File: config.mk
export PLATFORM = sky130hd
export DESIGN_NAME = vga_frame_reader
export DESIGN_NICKNAME = d
export VERILOG_FILES = /design/src/rtl/vga_pkg.sv /design/src/rtl/vga_timing.sv /design/src/rtl/vga_frame_reader.sv
export SDC_FILE = /design/constraint.sdc
export NUM_CORES = 1
export LEC_CHECK = 0
export ABC_AREA = 1
export CORE_MARGIN = 2
export CORE_UTILIZATION = 30
export DETAILED_ROUTE_END_ITERATION = 10
export GPL_ROUTABILITY_DRIVEN = 0
export GPL_TIMING_DRIVEN = 0
export HOLD_SLACK_MARGIN = 0.02
export SETUP_SLACK_MARGIN = 0.1
export SYNTH_ARGS = -nofsm -noshare
export SYNTH_HDL_FRONTEND = slang
export SYNTH_HIERARCHICAL = 1
export SYNTH_SLANG_ARGS = --single-unit
File: constraint.sdc
create_clock -name Clk_100M -period 4.8 [get_ports Clk_100M]
set_input_delay 0.72 -clock Clk_100M [delete_from_list [all_inputs] [get_ports Clk_100M]]
set_output_delay 0.72 -clock Clk_100M [all_outputs]
set_load 0.02 [all_outputs]
File: src/rtl/vga_pkg.sv
// Shared VGA constants and the RRRGGGBB pixel type used by the frame-buffer read side.
package vga_pkg;

   localparam int H_VIS_DEF  = 640;
   localparam int H_FP_DEF   = 16;
   localparam int H_SYNC_DEF = 96;
   localparam int H_BP_DEF   = 48;
   localparam int V_VIS_DEF  = 480;
   localparam int V_FP_DEF   = 10;
   localparam int V_SYNC_DEF = 2;
   localparam int V_BP_DEF   = 33;

   localparam int FB_W  = 640;
   localparam int FB_H  = 480;
   localparam int FB_AW = 19;

   // Wide enough for 800 columns and 525 lines.
   localparam int CNT_W = 10;

   typedef struct packed {
      logic [2:0] r;
      logic [2:0] g;
      logic [1:0] b;
   } rgb332_t;

endpackage

File: src/rtl/vga_timing.sv
// Pixel-enable divider plus horizontal/vertical raster counters with raw sync decode.
module vga_timing
   import vga_pkg::*;
#(
   parameter int H_VIS  = H_VIS_DEF,
   parameter int H_FP   = H_FP_DEF,
   parameter int H_SYNC = H_SYNC_DEF,
   parameter int H_BP   = H_BP_DEF,
   parameter int V_VIS  = V_VIS_DEF,
   parameter int V_FP   = V_FP_DEF,
   parameter int V_SYNC = V_SYNC_DEF,
   parameter int V_BP   = V_BP_DEF
)(
   input  logic             clk,
   input  logic             reset,
   output logic             pix_en,
   output logic [CNT_W-1:0] h_cnt,
   output logic [CNT_W-1:0] v_cnt,
   output logic             visible,
   output logic             hs_raw,
   output logic             vs_raw
);

   localparam logic [CNT_W-1:0] H_LAST = CNT_W'(H_VIS + H_FP + H_SYNC + H_BP - 1);
   localparam logic [CNT_W-1:0] V_LAST = CNT_W'(V_VIS + V_FP + V_SYNC + V_BP - 1);
   localparam logic [CNT_W-1:0] H_VIS_C = CNT_W'(H_VIS);
   localparam logic [CNT_W-1:0] V_VIS_C = CNT_W'(V_VIS);
   localparam logic [CNT_W-1:0] HS_BEG = CNT_W'(H_VIS + H_FP);
   localparam logic [CNT_W-1:0] HS_END = CNT_W'(H_VIS + H_FP + H_SYNC - 1);
   localparam logic [CNT_W-1:0] VS_BEG = CNT_W'(V_VIS + V_FP);
   localparam logic [CNT_W-1:0] VS_END = CNT_W'(V_VIS + V_FP + V_SYNC - 1);

   logic [1:0]       div_q, div_d;
   logic [CNT_W-1:0] h_q, h_d;
   logic [CNT_W-1:0] v_q, v_d;

   assign pix_en  = (div_q == 2'd3);
   assign h_cnt   = h_q;
   assign v_cnt   = v_q;
   assign visible = (h_q < H_VIS_C) && (v_q < V_VIS_C);
   assign hs_raw  = !((h_q >= HS_BEG) && (h_q <= HS_END));
   assign vs_raw  = !((v_q >= VS_BEG) && (v_q <= VS_END));

   always_comb begin
      div_d = div_q + 2'd1;
      h_d   = h_q;
      v_d   = v_q;
      if (pix_en) begin
         if (h_q == H_LAST) begin
            h_d = '0;
            v_d = (v_q == V_LAST) ? '0 : v_q + CNT_W'(1);
         end else begin
            h_d = h_q + CNT_W'(1);
         end
      end
   end

   always_ff @(posedge clk) begin
      if (reset) begin
         div_q <= '0;
         h_q   <= '0;
         v_q   <= '0;
      end else begin
         div_q <= div_d;
         h_q   <= h_d;
         v_q   <= v_d;
      end
   end

endmodule

File: src/rtl/vga_frame_reader.sv
// Scans the fractal frame buffer in raster order and drives VGA colour and sync.
module vga_frame_reader
   import vga_pkg::*;
#(
   parameter int RD_LAT = 1,
   parameter int H_VIS  = H_VIS_DEF,
   parameter int H_FP   = H_FP_DEF,
   parameter int H_SYNC = H_SYNC_DEF,
   parameter int H_BP   = H_BP_DEF,
   parameter int V_VIS  = V_VIS_DEF,
   parameter int V_FP   = V_FP_DEF,
   parameter int V_SYNC = V_SYNC_DEF,
   parameter int V_BP   = V_BP_DEF
)(
   input  logic             Clk_100M,
   input  logic             reset,
   input  logic             display,
   input  logic [7:0]       rd_data,
   output logic [FB_AW-1:0] addr_r,
   output logic             rd_en,
   output logic             Hsync,
   output logic             Vsync,
   output logic [2:0]       vgaRed,
   output logic [2:0]       vgaGreen,
   output logic [1:0]       vgaBlue,
   output logic             frame_start
);

   logic             pix_en, visible, hs_raw, vs_raw;
   logic [CNT_W-1:0] h_cnt, v_cnt;
   logic [FB_AW-1:0] pix_addr;
   logic             rd_cap;

   logic [FB_AW-1:0] addr_q, addr_d;
   logic             rd_en_q, rd_en_d;
   logic             rd_d1_q, rd_d1_d;
   logic [7:0]       pix_q, pix_d;
   logic             vis_q, vis_d;
   logic             hs_q, hs_d;
   logic             vs_q, vs_d;
   logic             first_q, first_d;
   rgb332_t          col_q, col_d;
   logic             hsync_q, hsync_d;
   logic             vsync_q, vsync_d;
   logic             fs_q, fs_d;

   vga_timing #(
      .H_VIS (H_VIS), .H_FP (H_FP), .H_SYNC (H_SYNC), .H_BP (H_BP),
      .V_VIS (V_VIS), .V_FP (V_FP), .V_SYNC (V_SYNC), .V_BP (V_BP)
   ) u_timing (
      .clk     (Clk_100M),
      .reset   (reset),
      .pix_en  (pix_en),
      .h_cnt   (h_cnt),
      .v_cnt   (v_cnt),
      .visible (visible),
      .hs_raw  (hs_raw),
      .vs_raw  (vs_raw)
   );

   assign pix_addr = FB_AW'(v_cnt) * FB_AW'(FB_W) + FB_AW'(h_cnt);

   // Read data lands RD_LAT cycles after the strobe; both cases finish before the next pix_en.
   assign rd_cap = (RD_LAT == 1) ? rd_en_q : rd_d1_q;

   always_comb begin
      addr_d  = addr_q;
      rd_en_d = 1'b0;
      rd_d1_d = rd_en_q;
      pix_d   = pix_q;
      vis_d   = vis_q;
      hs_d    = hs_q;
      vs_d    = vs_q;
      first_d = first_q;
      col_d   = col_q;
      hsync_d = hsync_q;
      vsync_d = vsync_q;
      fs_d    = 1'b0;
      if (rd_cap) begin
         pix_d = rd_data;
      end
      if (pix_en) begin
         if (visible) begin
            addr_d  = pix_addr;
            rd_en_d = 1'b1;
         end
         vis_d   = visible;
         hs_d    = hs_raw;
         vs_d    = vs_raw;
         first_d = (h_cnt == '0) && (v_cnt == '0);
         // Outputs present the pixel fetched one period ago, so sync rides with its colour.
         col_d   = (vis_q && display) ? rgb332_t'(pix_q) : '0;
         hsync_d = hs_q;
         vsync_d = vs_q;
         fs_d    = first_q;
      end
   end

   always_ff @(posedge Clk_100M) begin
      if (reset) begin
         addr_q  <= '0;
         rd_en_q <= 1'b0;
         rd_d1_q <= 1'b0;
         pix_q   <= '0;
         vis_q   <= 1'b0;
         hs_q    <= 1'b1;
         vs_q    <= 1'b1;
         first_q <= 1'b0;
         col_q   <= '0;
         hsync_q <= 1'b1;
         vsync_q <= 1'b1;
         fs_q    <= 1'b0;
      end else begin
         addr_q  <= addr_d;
         rd_en_q <= rd_en_d;
         rd_d1_q <= rd_d1_d;
         pix_q   <= pix_d;
         vis_q   <= vis_d;
         hs_q    <= hs_d;
         vs_q    <= vs_d;
         first_q <= first_d;
         col_q   <= col_d;
         hsync_q <= hsync_d;
         vsync_q <= vsync_d;
         fs_q    <= fs_d;
      end
   end

   assign addr_r      = addr_q;
   assign rd_en       = rd_en_q;
   assign Hsync       = hsync_q;
   assign Vsync       = vsync_q;
   assign vgaRed      = col_q.r;
   assign vgaGreen    = col_q.g;
   assign vgaBlue     = col_q.b;
   assign frame_start = fs_q;

endmodule

# ---- Word-level counts from Yosys, hierarchy flattened
# Index checks and enable logic that the tools add are counted.
dict set report classes {
  add_sub_neg 4
  n_mul 1
  magnitude_cmp 6
  n_eq_ne 3
  n_mux 4
  bitwise_logic 1
  n_reduce_logical 12
}
# op count
set ops {}
lappend ops {{adder 10 x 1 -> 10 bit, second input constant} 2}
lappend ops {{equality test 10 bit, second input constant} 2}
lappend ops {{logical NOT 10 bit} 2}
lappend ops {{2-to-1 mux 10 bit} 2}
lappend ops {{adder 19 x 10 -> 19 bit} 1}
lappend ops {{multiplier 10 x 3 -> 12 bit, second input constant} 1}
lappend ops {{>= comparator 10 bit, second input constant} 1}
lappend ops {{>= comparator 10 x 9 -> 1 bit, second input constant} 1}
lappend ops {{<= comparator 10 bit, second input constant} 1}
lappend ops {{<= comparator 10 x 9 -> 1 bit, second input constant} 1}
lappend ops {{< comparator 10 bit, second input constant} 1}
lappend ops {{< comparator 10 x 9 -> 1 bit, second input constant} 1}
lappend ops {{2-to-1 mux 8 bit} 1}
lappend ops {{logical AND 1 bit} 5}
lappend ops {{AND reduction 2 bit} 2}
lappend ops {{adder 2 x 1 -> 2 bit, second input constant} 1}
lappend ops {{equality test 2 bit, second input constant} 1}
lappend ops {{logical NOT 1 bit} 2}
lappend ops {{OR reduction 2 bit} 1}
lappend ops {{2-to-1 mux 1 bit} 1}
lappend ops {{NOT 1 bit} 1}
dict set report totals {
  ff_bits 65
  inputBits 11
  out_inout_bits 31
}

# ---- Logic depth before layout (Yosys ltp)
# Gate-level depths: netlist (run 1).
dict set report depth {
  word_depth 3
  mapped_depth 15
  mapped_depth_nobuf 15
}

# ---- By module
# Netlist (run 1), hierarchy kept.
# module n_inst cells_per_inst area_per_inst_um2
set by_module_without_submodules {}
lappend by_module_without_submodules {vga_frame_reader 1 327 2347.3}
lappend by_module_without_submodules {vga_timing 1 192 1267.5}

# ---- Worst setup path after synthesis (run 1)
# No wires, ideal clock.
dict set report synth_path {
  path_kind {register -> register}
  from {reg u_timing.v_q[1] (netlist: u_timing/v_cnt[1])}
  to {reg addr_q[18] (netlist: addr_r[18])}
  setup_ns 0.109
  t_arrival_ns 2.142
  required_ns 4.691
  slack_ns 2.549
  stages_incl_launch_ff 15
  n_path_buf 0
  synth_period_minus_slack_ns 2.251
  cell_sequence {dfxtp_1 > ha_1 > ha_1 > fa_1 > nand2_1 > inv_1 > nand2_1 > nor2_2 > nand3_2 > nor2_2 > nand2_1 > nand2_1 > nand3_1 > nand2_1 > inv_1}
}
dict set report synth_between {
  elab_chain_cells 3
  word_cells_on_any_way 5
  classes_between {add/sub (1); mul (1); order compare (1); reduce/logical (2)}
}
# item line_no
set synth_rtl {}
lappend synth_rtl {{from (decl)} vga_timing.sv:35} ;# logic [CNT_W-1:0] v_q, v_d;
lappend synth_rtl {{from (signal assigned)} vga_timing.sv:66} ;# v_q <= v_d;
lappend synth_rtl {{branches (longest 3 deep; another with adder 19 x 10 -> 19 bit)} n/a}
lappend synth_rtl {{to (signal assigned)} vga_frame_reader.sv:114} ;# addr_q <= addr_d;
lappend synth_rtl {{to (decl)} vga_frame_reader.sv:34} ;# logic [FB_AW-1:0] addr_q, addr_d;
# Parallel ways; which one is timed is not known.
# A chain may end at the register's enable or synchronous reset.

# ---- Final worst setup path (run 1)
# Same ends and word-level chain as after synthesis.

==> flow_summary.yaml, run 1 <==
clocking:
  cts_tree: "built"
  clkLatencyLatePin_ns: 0.32
  cts.sinks: 65
  numCtsBuffers: 9
  ctsHtreeMaxLevel: 3
  cts_hold_buf: 0
  path_clk_slew_ns: 0.05
  cts_resized: 0
  clk_path_buf_depth: 2
  postCtsSetupBuffers: 0
  root_buffer: "clkbuf_16"
sta:
  grt_setup_unrepaired: "no"
  finalHoldViolations: 0
  fin_crit_ns: 2.596
  finalClockSkew_ns: 0.006627
  finalSetupViolCount: 0
  setup-tns-final_ns: 0
  tightest_slew_ns: 0.5454
  post-route-period-util_pct: 54.09
  fmax_mhz: 385.2
  slew_headroom_pct: 63.53
  slew_violations: 0
finish:
  layout_common_cells: "nand2_1, inv_1, nor2_1"
  final_common_cell: "nand2_1"
  final_area_um2: 4552
  drive_gt1_share_pct: 6.944
  final_cell_count_no_fill: 723
  antennaDiodeCount: 0
  area_growth_pct: 25.93
  fin_nets: 608
floorplanning:
  fp-row-count: 40
  die_h_um: 113.8
  core-area_um2: 11860
  fp.dieArea_um2: 12940
  io_pins: 42
  start_util_pct: 30.47
  die_w_um: 113.8
grt:
  grt_pass1_wl_um: 14180
  overflow: 0
  grt_max_degree: 13
  first_global_vias: 3167
  antenna_found_initial: 0
  track_usage_pct: 13.24
setup_path:
  critPathRequiredTime_ns: 5.02
  cp.arrival_ns: 2.82
  crit_chain: "ha_1 -> ha_1 -> fa_1 -> nand2_1 -> inv_1 -> nand2_1 -> nor2_2 -> nand3_2 -> nor2_2 -> nand2_1 -> nand2_1 -> nand3_1 -> nand2_1 -> inv_1"
  crit_path_max_incr_delay_ns: 0.53
  crit_buf_inv: 2
  critPathMaxFanout: 8
  critPathSlowestCell: "fa_1"
  reg2reg_slack_ns: 2.20
  path_class: "register to register"
  end_kind: "register"
  start_kind: "register"
  crit_path_frequent_cell: "nand2_1"
  critPathTopFamily: "adder cells"
power_and_ir_drop:
  ir_worst_vdd_uv: 170.6
  p_per_area_nw_per_um2: 315.4
  power.static_leakage_nw: 2.092
place:
  portBuffers: 41
  dpl_cell_area_um2: 4209
  dp_hpwl_um: 6188
  dp.cells: 707
route:
  drc: 0
  first_iter_violations: 235
  ant_nets: 0
  routed_wl_um: 8299
  firstDrtPassIters: 4
  vias: 3383
  vias_per_cell: 4.679
  routedWlPerCell_um: 11.48
synth:
  synth_cell_types: 35
  syn_avg_cell_area_um2: 6.965
  synth_cells: 519
  yosysWarnings: 6
  synth-seq-cells: 65
  synth_area_um2: 3615
  syn_nets: 556
  ys_seq_area_share_pct: 36.00
worst_hold_path:
  hp-class: "register to register"
run_status:
  run_status: "completed"
flow_run:
  drv_cap: 0
-- stage by stage --
stage	setup slack, ns	utilization [%]	total power (W)	hold slack, ns
floorplan	2.549	-	0.0006456	0.3946
global placement	2.289	35.49	0.0006957	0.4066
detailed placement	2.221	35.49	0.0006977	0.4113
CTS	2.208	38.38	0.001449	0.4192
global route	1.981	38.38	0.001486	0.4397
finish	2.204	38.38	0.001436	0.4202
-- where the power goes --
| group | total [W] | internal [W] | switching, W |
|---|---|---|---|
| logic | 0.000115 | 0.0000493 | 0.0000661 |
| registers | 0.000571 | 0.000560 | 0.0000105 |
| clock network | 0.000749 | 0.000509 | 0.000240 |
-- path summary, 6_finish.rpt --
path,endpoint,depth (start not counted),start
hold / removal,u_timing/div_q[0],1,u_timing/div_q[0]
setup reg to reg,addr_r[18],14,u_timing/v_cnt[1]
hold reg to reg,u_timing/div_q[0],1,u_timing/div_q[0]
setup / recovery,addr_r[18],14,u_timing/v_cnt[1]
-- synthesized netlist by cell type --
library cell / count / area, um2
clkinv_2: 1 / 5.000
clkbuf_1: 8 / 30.03
buf_2: 1 / 5.000
nand3_2: 6 / 60.06
buf_6: 1 / 11.26
dfxtp_1: 65 / 1301
nor4_1: 5 / 31.28
inv_2: 2 / 7.510
xnor2_1: 2 / 17.52
nand3b_1: 5 / 37.54
nor2_1: 75 / 281.5
nand2_2: 3 / 18.77
ha_1: 24 / 300.3
a211oi_1: 1 / 7.510
nand2_1: 104 / 390.4
o21ai_0: 35 / 175.2
fa_1: 2 / 40.04
nand4_1: 6 / 37.54
o211ai_1: 9 / 67.56
xor2_1: 7 / 61.31
nor2_4: 1 / 11.26
inv_1: 78 / 292.8
o21ai_1: 2 / 10.01
o21a_1: 1 / 7.510
o311ai_0: 1 / 8.760
nor2_2: 7 / 43.79
or2_1: 1 / 6.260
buf_1: 1 / 3.750
nor3_1: 5 / 25.02
a21oi_1: 22 / 110.1
clkinv_1: 1 / 3.750
nand3_1: 32 / 160.2
and2_1: 2 / 12.51
nand2_4: 2 / 22.52
nor3_2: 1 / 10.01
-- per-layer routing --
layer | vias to the layer above | track usage, % | share of wire [%]
met4 | 0 | 4.715 | 1.3
met3 | 10 | 2.497 | 4.8
met2 | 83 | 22.59 | 47
met5 | - | 0 | 0
li1 | 1776 | - | -
met1 | 1514 | 16.74 | 47
-- flip-flops by register name (all words and copies together) (netlist names), 2 cells and up --
register,count
u_timing/v_cnt,10
vgaGreen,3
vgaBlue,2
u_timing/div_q,2
pix_q,8
vgaRed,3
addr_r,19
u_timing/h_cnt,10
-- final cells by class --
type,instances,area (um2)
Inverter,82,309.0
Fill cell,1196,7310
Multi-Input combinational cell,361,1954
Buffer,11,50.05
Timing Repair Buffer,41,410.4
Sequential cell,65,1301
Clock buffer,10,229.0
Tap cell,147,183.9
Clock inverter,6,113.9
-- kinds of logic (layout without fill, tap and decap cells) --
kind of cell / after synthesis / count (layout) / synth area share, %
buffers and inverters: 93 / 150 / 9.934
adder cells (fa/ha/maj): 26 / 26 / 9.415
AND/OR/NAND/NOR: 255 / 255 / 31.78
XOR/XNOR: 9 / 9 / 2.181
flip-flops: 65 / 65 / 36.00
AO/OA/AOI/OAI: 71 / 71 / 10.70
Power figures use the tool's default switching activity.
==> run 2: changes to the inputs <==
==> constraint.sdc (replaced) <==
create_clock -name Clk_100M -period 2.5 [get_ports Clk_100M]
set_input_delay 0.375 -clock Clk_100M [delete_from_list [all_inputs] [get_ports Clk_100M]]
set_output_delay 0.375 -clock Clk_100M [all_outputs]
set_load 0.02 [all_outputs]
==> run 2 against run 1 <==
- maximum frequency increased by 13%
- global-route usage increased by 0.058 points
- critical endpoint is now addr_r[16]
- largest power group unchanged
- final cell count increased by 1.1%
- die area unchanged
- combinational power increased by 93%
==> flow_summary.yaml, run 2 (same netlist as run 1, synthesis figures left out) <==
finish:
  layout_common_cells: "nand2_1, inv_1, nor2_1"
  final_area_um2: 4683
  regArea_um2: 1323
  fin_nets: 616
  largest_reg_flops: 19
  area_growth_pct: 29.56
  drive_gt1_share_pct: 12.16
  antennaDiodeCount: 0
  fill_cells: 1194
  multi_input_area_um2: 2004
  final_common_cell: "nand2_1"
sta:
  finalClockSkew_ns: 0.006546
  finalHoldViolations: 0
  setup-tns-final_ns: 0
  fin_crit_ns: 2.290
  tightest_slew_ns: 0.5423
  slew_headroom_pct: 63.74
  fmax_mhz: 436.7
  grt_setup_unrepaired: "yes"
  post-route-period-util_pct: 91.61
  slew_violations: 0
  finalSetupViolCount: 0
power_and_ir_drop:
  ir_worst_vdd_uv: 341.0
  power.static_leakage_nw: 2.129
  report.power.total_w: 0.002751
  p_per_area_nw_per_um2: 587.3
setup_path:
  start_kind: "register"
  critPathMaxFanout: 6
  critPathRequiredTime_ns: 2.72
  rr_worst_depth: 13
  cp.arrival_ns: 2.51
  end_kind: "register"
  crit_path_frequent_cell: "nand2_1"
  critPathSlowestCell: "fa_2"
  crit_chain: "ha_4 -> ha_2 -> fa_2 -> nand2_2 -> inv_2 -> nand2_1 -> nor2_2 -> nand3_2 -> buf_4 -> o21ai_1 -> nand3_1 -> nand2_1 -> inv_1"
  crit_path_max_incr_delay_ns: 0.54
  r2r-start: "u_timing/v_cnt[1]"
  critPathTopFamily: "adder cells"
  reg2reg_slack_ns: 0.21
  crit_buf_inv: 3
  r2r-end: "addr_r[16]"
  path_class: "register to register"
floorplanning:
  core-area_um2: 11860
  die_w_um: 113.8
  start_util_pct: 30.47
  fp.dieArea_um2: 12940
  io_pins: 42
  die_h_um: 113.8
  fp-row-count: 40
route:
  drc: 0
  routedWlPerCell_um: 11.46
  ant_nets: 0
  first_iter_violations: 277
  routed_wl_um: 8379
  vias: 3410
  firstDrtPassIters: 4
  vias_per_cell: 4.665
grt:
  grt_max_degree: 13
  overflow: 0
  track_usage_pct: 13.29
  grt_pass1_wl_um: 14250
  antenna_found_initial: 0
  first_global_vias: 3187
clocking:
  cts_tree: "built"
  clkLatencyLatePin_ns: 0.32
  path_clk_slew_ns: 0.05
  cts.sinks: 65
  numCtsBuffers: 9
  ctsHtreeMaxLevel: 3
  root_buffer: "clkbuf_16"
  clk_path_buf_depth: 2
run_status:
  run_status: "completed"
worst_hold_path:
  holdPathStages: 1
  hp-class: "register to register"
  worstHoldStart: "u_timing/div_q[0]"
  min_to: "u_timing/div_q[0]"
place:
  dp_hpwl_um: 6188
  portBuffers: 41
  dpl_cell_area_um2: 4209
flow_run:
  drv_cap: 0
[run 2: cell types whose count changed in the layout (fill, tap and decap cells not counted), moves of 3 or more]
cell / previous run / this run
dfxtp_1: 65 / 54
nand2_2: 3 / 8
nand2_1: 104 / 99
buf_4: 0 / 8
dfxtp_2: 0 / 8
ha_1: 24 / 21
dfxtp_4: 0 / 3
[run 2: metal layers]
layer  GRT usage [%]  wire [um]  vias to the layer above
met5               0          0                        -
met3           2.497        371                        8
met1           16.71       3918                     1539
met4           4.715         97                        0
li1                -          -                     1795
met2           22.83       3992                       68
[run 2: worst max path at each step]
stage                 startpoint    endpoint  slack (ns)  cells past startpoint
5_1_grt        u_timing/v_cnt[5]  addr_r[18]        0.05                     13
4_1_cts        u_timing/v_cnt[1]  addr_r[18]        0.08                     14
3_5_place_dp   u_timing/v_cnt[1]  addr_r[18]       -0.08                     14
3_3_place_gp   u_timing/v_cnt[1]  addr_r[18]       -0.01                     13
2_1_floorplan  u_timing/v_cnt[1]  addr_r[18]        0.25                     14
6_report       u_timing/v_cnt[1]  addr_r[16]        0.21                     13
[run 2: per-stage QoR]
| stage | utilization (%) | setup slack, ns | hold slack, ns | cells |
|---|---|---|---|---|
| finish | 39.48 | 0.2099 | 0.4202 | 731 |
| global route | 39.48 | 0.05354 | 0.4397 | 731 |
| CTS | 38.67 | 0.07834 | 0.4192 | 725 |
| detailed placement | 35.49 | -0.07918 | 0.4113 | 707 |
| global placement | 35.49 | -0.01082 | 0.4066 | 707 |
| floorplan | - | 0.2491 | 0.3946 | 519 |
[run 2: where the power goes]
group | internal, W | leakage, nW | switching [W] | total (W)
clock | 0.000977 | 0.159 | 0.000459 | 0.00144
sequential | 0.00107 | 0.534 | 0.0000201 | 0.00109
combinational | 0.0000949 | 1.44 | 0.000127 | 0.000222
total | 0.00214 | 2.13 | 0.000606 | 0.00275
[run 2: final cells by class]
class                      count  area share (%)
clock buffer                  10           4.889
sequential                    65           28.24
tap                          147           3.927
buffer                        11           1.069
multi-input combinational    361           42.80
timing repair buffer          49           10.05
inverter                      82           6.599
clock inverter                 6           2.431
[run 2: what timing repair did]
action                                  CTS  global route
hold buffers                              0             0
setup buffers                             2             6
pin swaps                                 2             6
gates resized for setup                   6            23
endpoints found under the setup margin    5             6
==> run 3: changes to the inputs <==
--- a/config.mk
+++ b/config.mk
@@ -12,7 +12,9 @@
 export GPL_ROUTABILITY_DRIVEN = 0
 export GPL_TIMING_DRIVEN = 0
 export HOLD_SLACK_MARGIN = 0.02
+export RECOVER_POWER = 100
 export SETUP_SLACK_MARGIN = 0.1
+export SKIP_CTS_REPAIR_TIMING = 1
 export SYNTH_ARGS = -nofsm -noshare
 export SYNTH_HDL_FRONTEND = slang
 export SYNTH_HIERARCHICAL = 1
==> run 3 against run 2 <==
- maximum frequency is 1.1% lower
- total power decreased by 0.41%
- critical path type unchanged
- first-iteration DRC count rose by 4.3%
- highest routed layer unchanged
- largest cell class unchanged
==> flow_summary.yaml, run 3 (same netlist as run 1, synthesis figures left out) <==
route:
  firstDrtPassIters: 5
  ant_nets: 0
  vias: 3395
  routedWlPerCell_um: 11.64
  vias_per_cell: 4.663
  routed_wl_um: 8476
  first_iter_violations: 289
  drc: 0
worst_hold_path:
  min_to: "u_timing/div_q[0]"
  hp-class: "register to register"
  worstHoldStart: "u_timing/div_q[0]"
  holdPathStages: 1
clocking:
  root_buffer: "clkbuf_16"
  path_clk_slew_ns: 0.06
  cts_tree: "built"
  ctsHtreeMaxLevel: 3
  clk_path_buf_depth: 2
  clkLatencyLatePin_ns: 0.32
  numCtsBuffers: 9
  cts.sinks: 65
grt:
  globalRouteMet2Util_pct: 22.59
  grt_pass1_wl_um: 14180
  overflow: 0
  grt_use_met1_pct: 16.74
  antenna_found_initial: 0
  grt.met3_usage_pct: 2.497
  top_usage_layer: "met2"
  first_global_vias: 3167
  track_usage_pct: 13.24
  grt_max_degree: 13
finish:
  fill_cells: 1186
  final_area_um2: 4679
  largest_reg_flops: 19
  final_cell_count_no_fill: 728
  drive_gt1_share_pct: 11.36
  regArea_um2: 1323
  layout_common_cells: "nand2_1, inv_1, nor2_1"
  antennaDiodeCount: 0
  multi_input_area_um2: 2023
  fin_nets: 613
  final_common_cell: "nand2_1"
  area_growth_pct: 29.46
setup_path:
  crit_buf_inv: 2
  critPathTopFamily: "adder cells"
  end_kind: "register"
  critPathMaxFanout: 6
  crit_chain: "ha_4 -> ha_4 -> fa_1 -> nand2_2 -> inv_2 -> nand2_2 -> nor2_4 -> nand3_4 -> nor2_4 -> nand2_2 -> nand2_2 -> nand3_2 -> nand2_2 -> inv_1"
  rr_worst_depth: 14
  start_kind: "register"
  critPathRequiredTime_ns: 2.72
  r2r-start: "u_timing/v_cnt[1]"
  crit_path_frequent_cell: "nand2_2"
  r2r-end: "addr_r[18]"
  crit_path_max_incr_delay_ns: 0.56
  reg2reg_slack_ns: 0.18
  cp.arrival_ns: 2.54
  path_class: "register to register"
  critPathSlowestCell: "fa_1"
floorplanning:
  fp.dieArea_um2: 12940
  core-area_um2: 11860
  die_w_um: 113.8
  start_util_pct: 30.47
  die_h_um: 113.8
  fp-row-count: 40
  io_pins: 42
power_and_ir_drop:
  switchingPower_w: 0.0006048
  p_int_w: 0.002134
  clkPwrFrac_pct: 52.5
  power.static_leakage_nw: 2.203
  seqPwrFrac_pct: 39.8
  ir_worst_vdd_uv: 338.1
  p_per_area_nw_per_um2: 585.4
  swShare_pct: 22.08
  p_comb_share_pct: 7.7
sta:
  grt_setup_unrepaired: "yes"
  setup_ws_ns: 0.1833
  setup-tns-final_ns: 0
  finalClockSkew_ns: 0.005256
  fin_crit_ns: 2.317
  tightest_slew_ns: 0.5658
  finalHoldViolations: 0
  slew_violations: 0
  finalSetupViolCount: 0
  post-route-period-util_pct: 92.67
  slew_headroom_pct: 62.16
  whs_ns: 0.4213
  fmax_mhz: 431.6
place:
  dpl_worst_slack_ns: -0.07918
  portBuffers: 41
  dpl_cell_area_um2: 4209
  dp_hpwl_um: 6188
  dp.cells: 707
run_status:
  run_status: "completed"
flow_run:
  drv_cap: 0
==> run 3: final cells by class <==
| cell class | count | share of cell area, % |
|---|---|---|
| repair buffers | 46 | 9.572 |
| clock inverters | 6 | 2.433 |
| flip-flops and latches | 65 | 28.26 |
| plain buffers | 11 | 1.070 |
| multi-input cells | 361 | 43.24 |
| clock buffers | 10 | 4.893 |
| well taps | 147 | 3.930 |
| inverters | 82 | 6.604 |
==> run 3: power groups by stage <==
stage	Sequential (W)	Combinational [W]	Clock (W)
2_1_floorplan	0.00115	0.0000912	0
3_3_place_gp	0.00112	0.000218	0
3_5_place_dp	0.00112	0.000221	0
4_1_cts	0.00110	0.000223	0.00146
5_1_grt	0.00110	0.000232	0.00151
6_report	0.00109	0.000211	0.00144
==> run 3: per-stage QoR <==
step / utilization [%] / power (W)
after floorplan: - / 0.001240
after global placement: 35.49 / 0.001336
after detailed placement: 35.49 / 0.001340
after CTS: 38.38 / 0.002782
after global routing: 39.45 / 0.002837
final: 39.45 / 0.002739
==> run 3: worst max path at each step <==
stage	start	to	slack, ns	cells past startpoint
final	u_timing/v_cnt[1]	addr_r[18]	0.18	14
after global routing	u_timing/v_cnt[3]	addr_r[18]	0.05	14
after CTS	u_timing/v_cnt[1]	addr_r[18]	-0.09	14
after detailed placement	u_timing/v_cnt[1]	addr_r[18]	-0.08	14
after global placement	u_timing/v_cnt[1]	addr_r[18]	-0.01	13
after floorplan	u_timing/v_cnt[1]	addr_r[18]	0.25	14
==> run 3: layer usage <==
layer	share of wire [%]	wire length (um)
met4	1.3	106
met3	5.0	428
met2	48	4035
met5	0	0
met1	46	3905
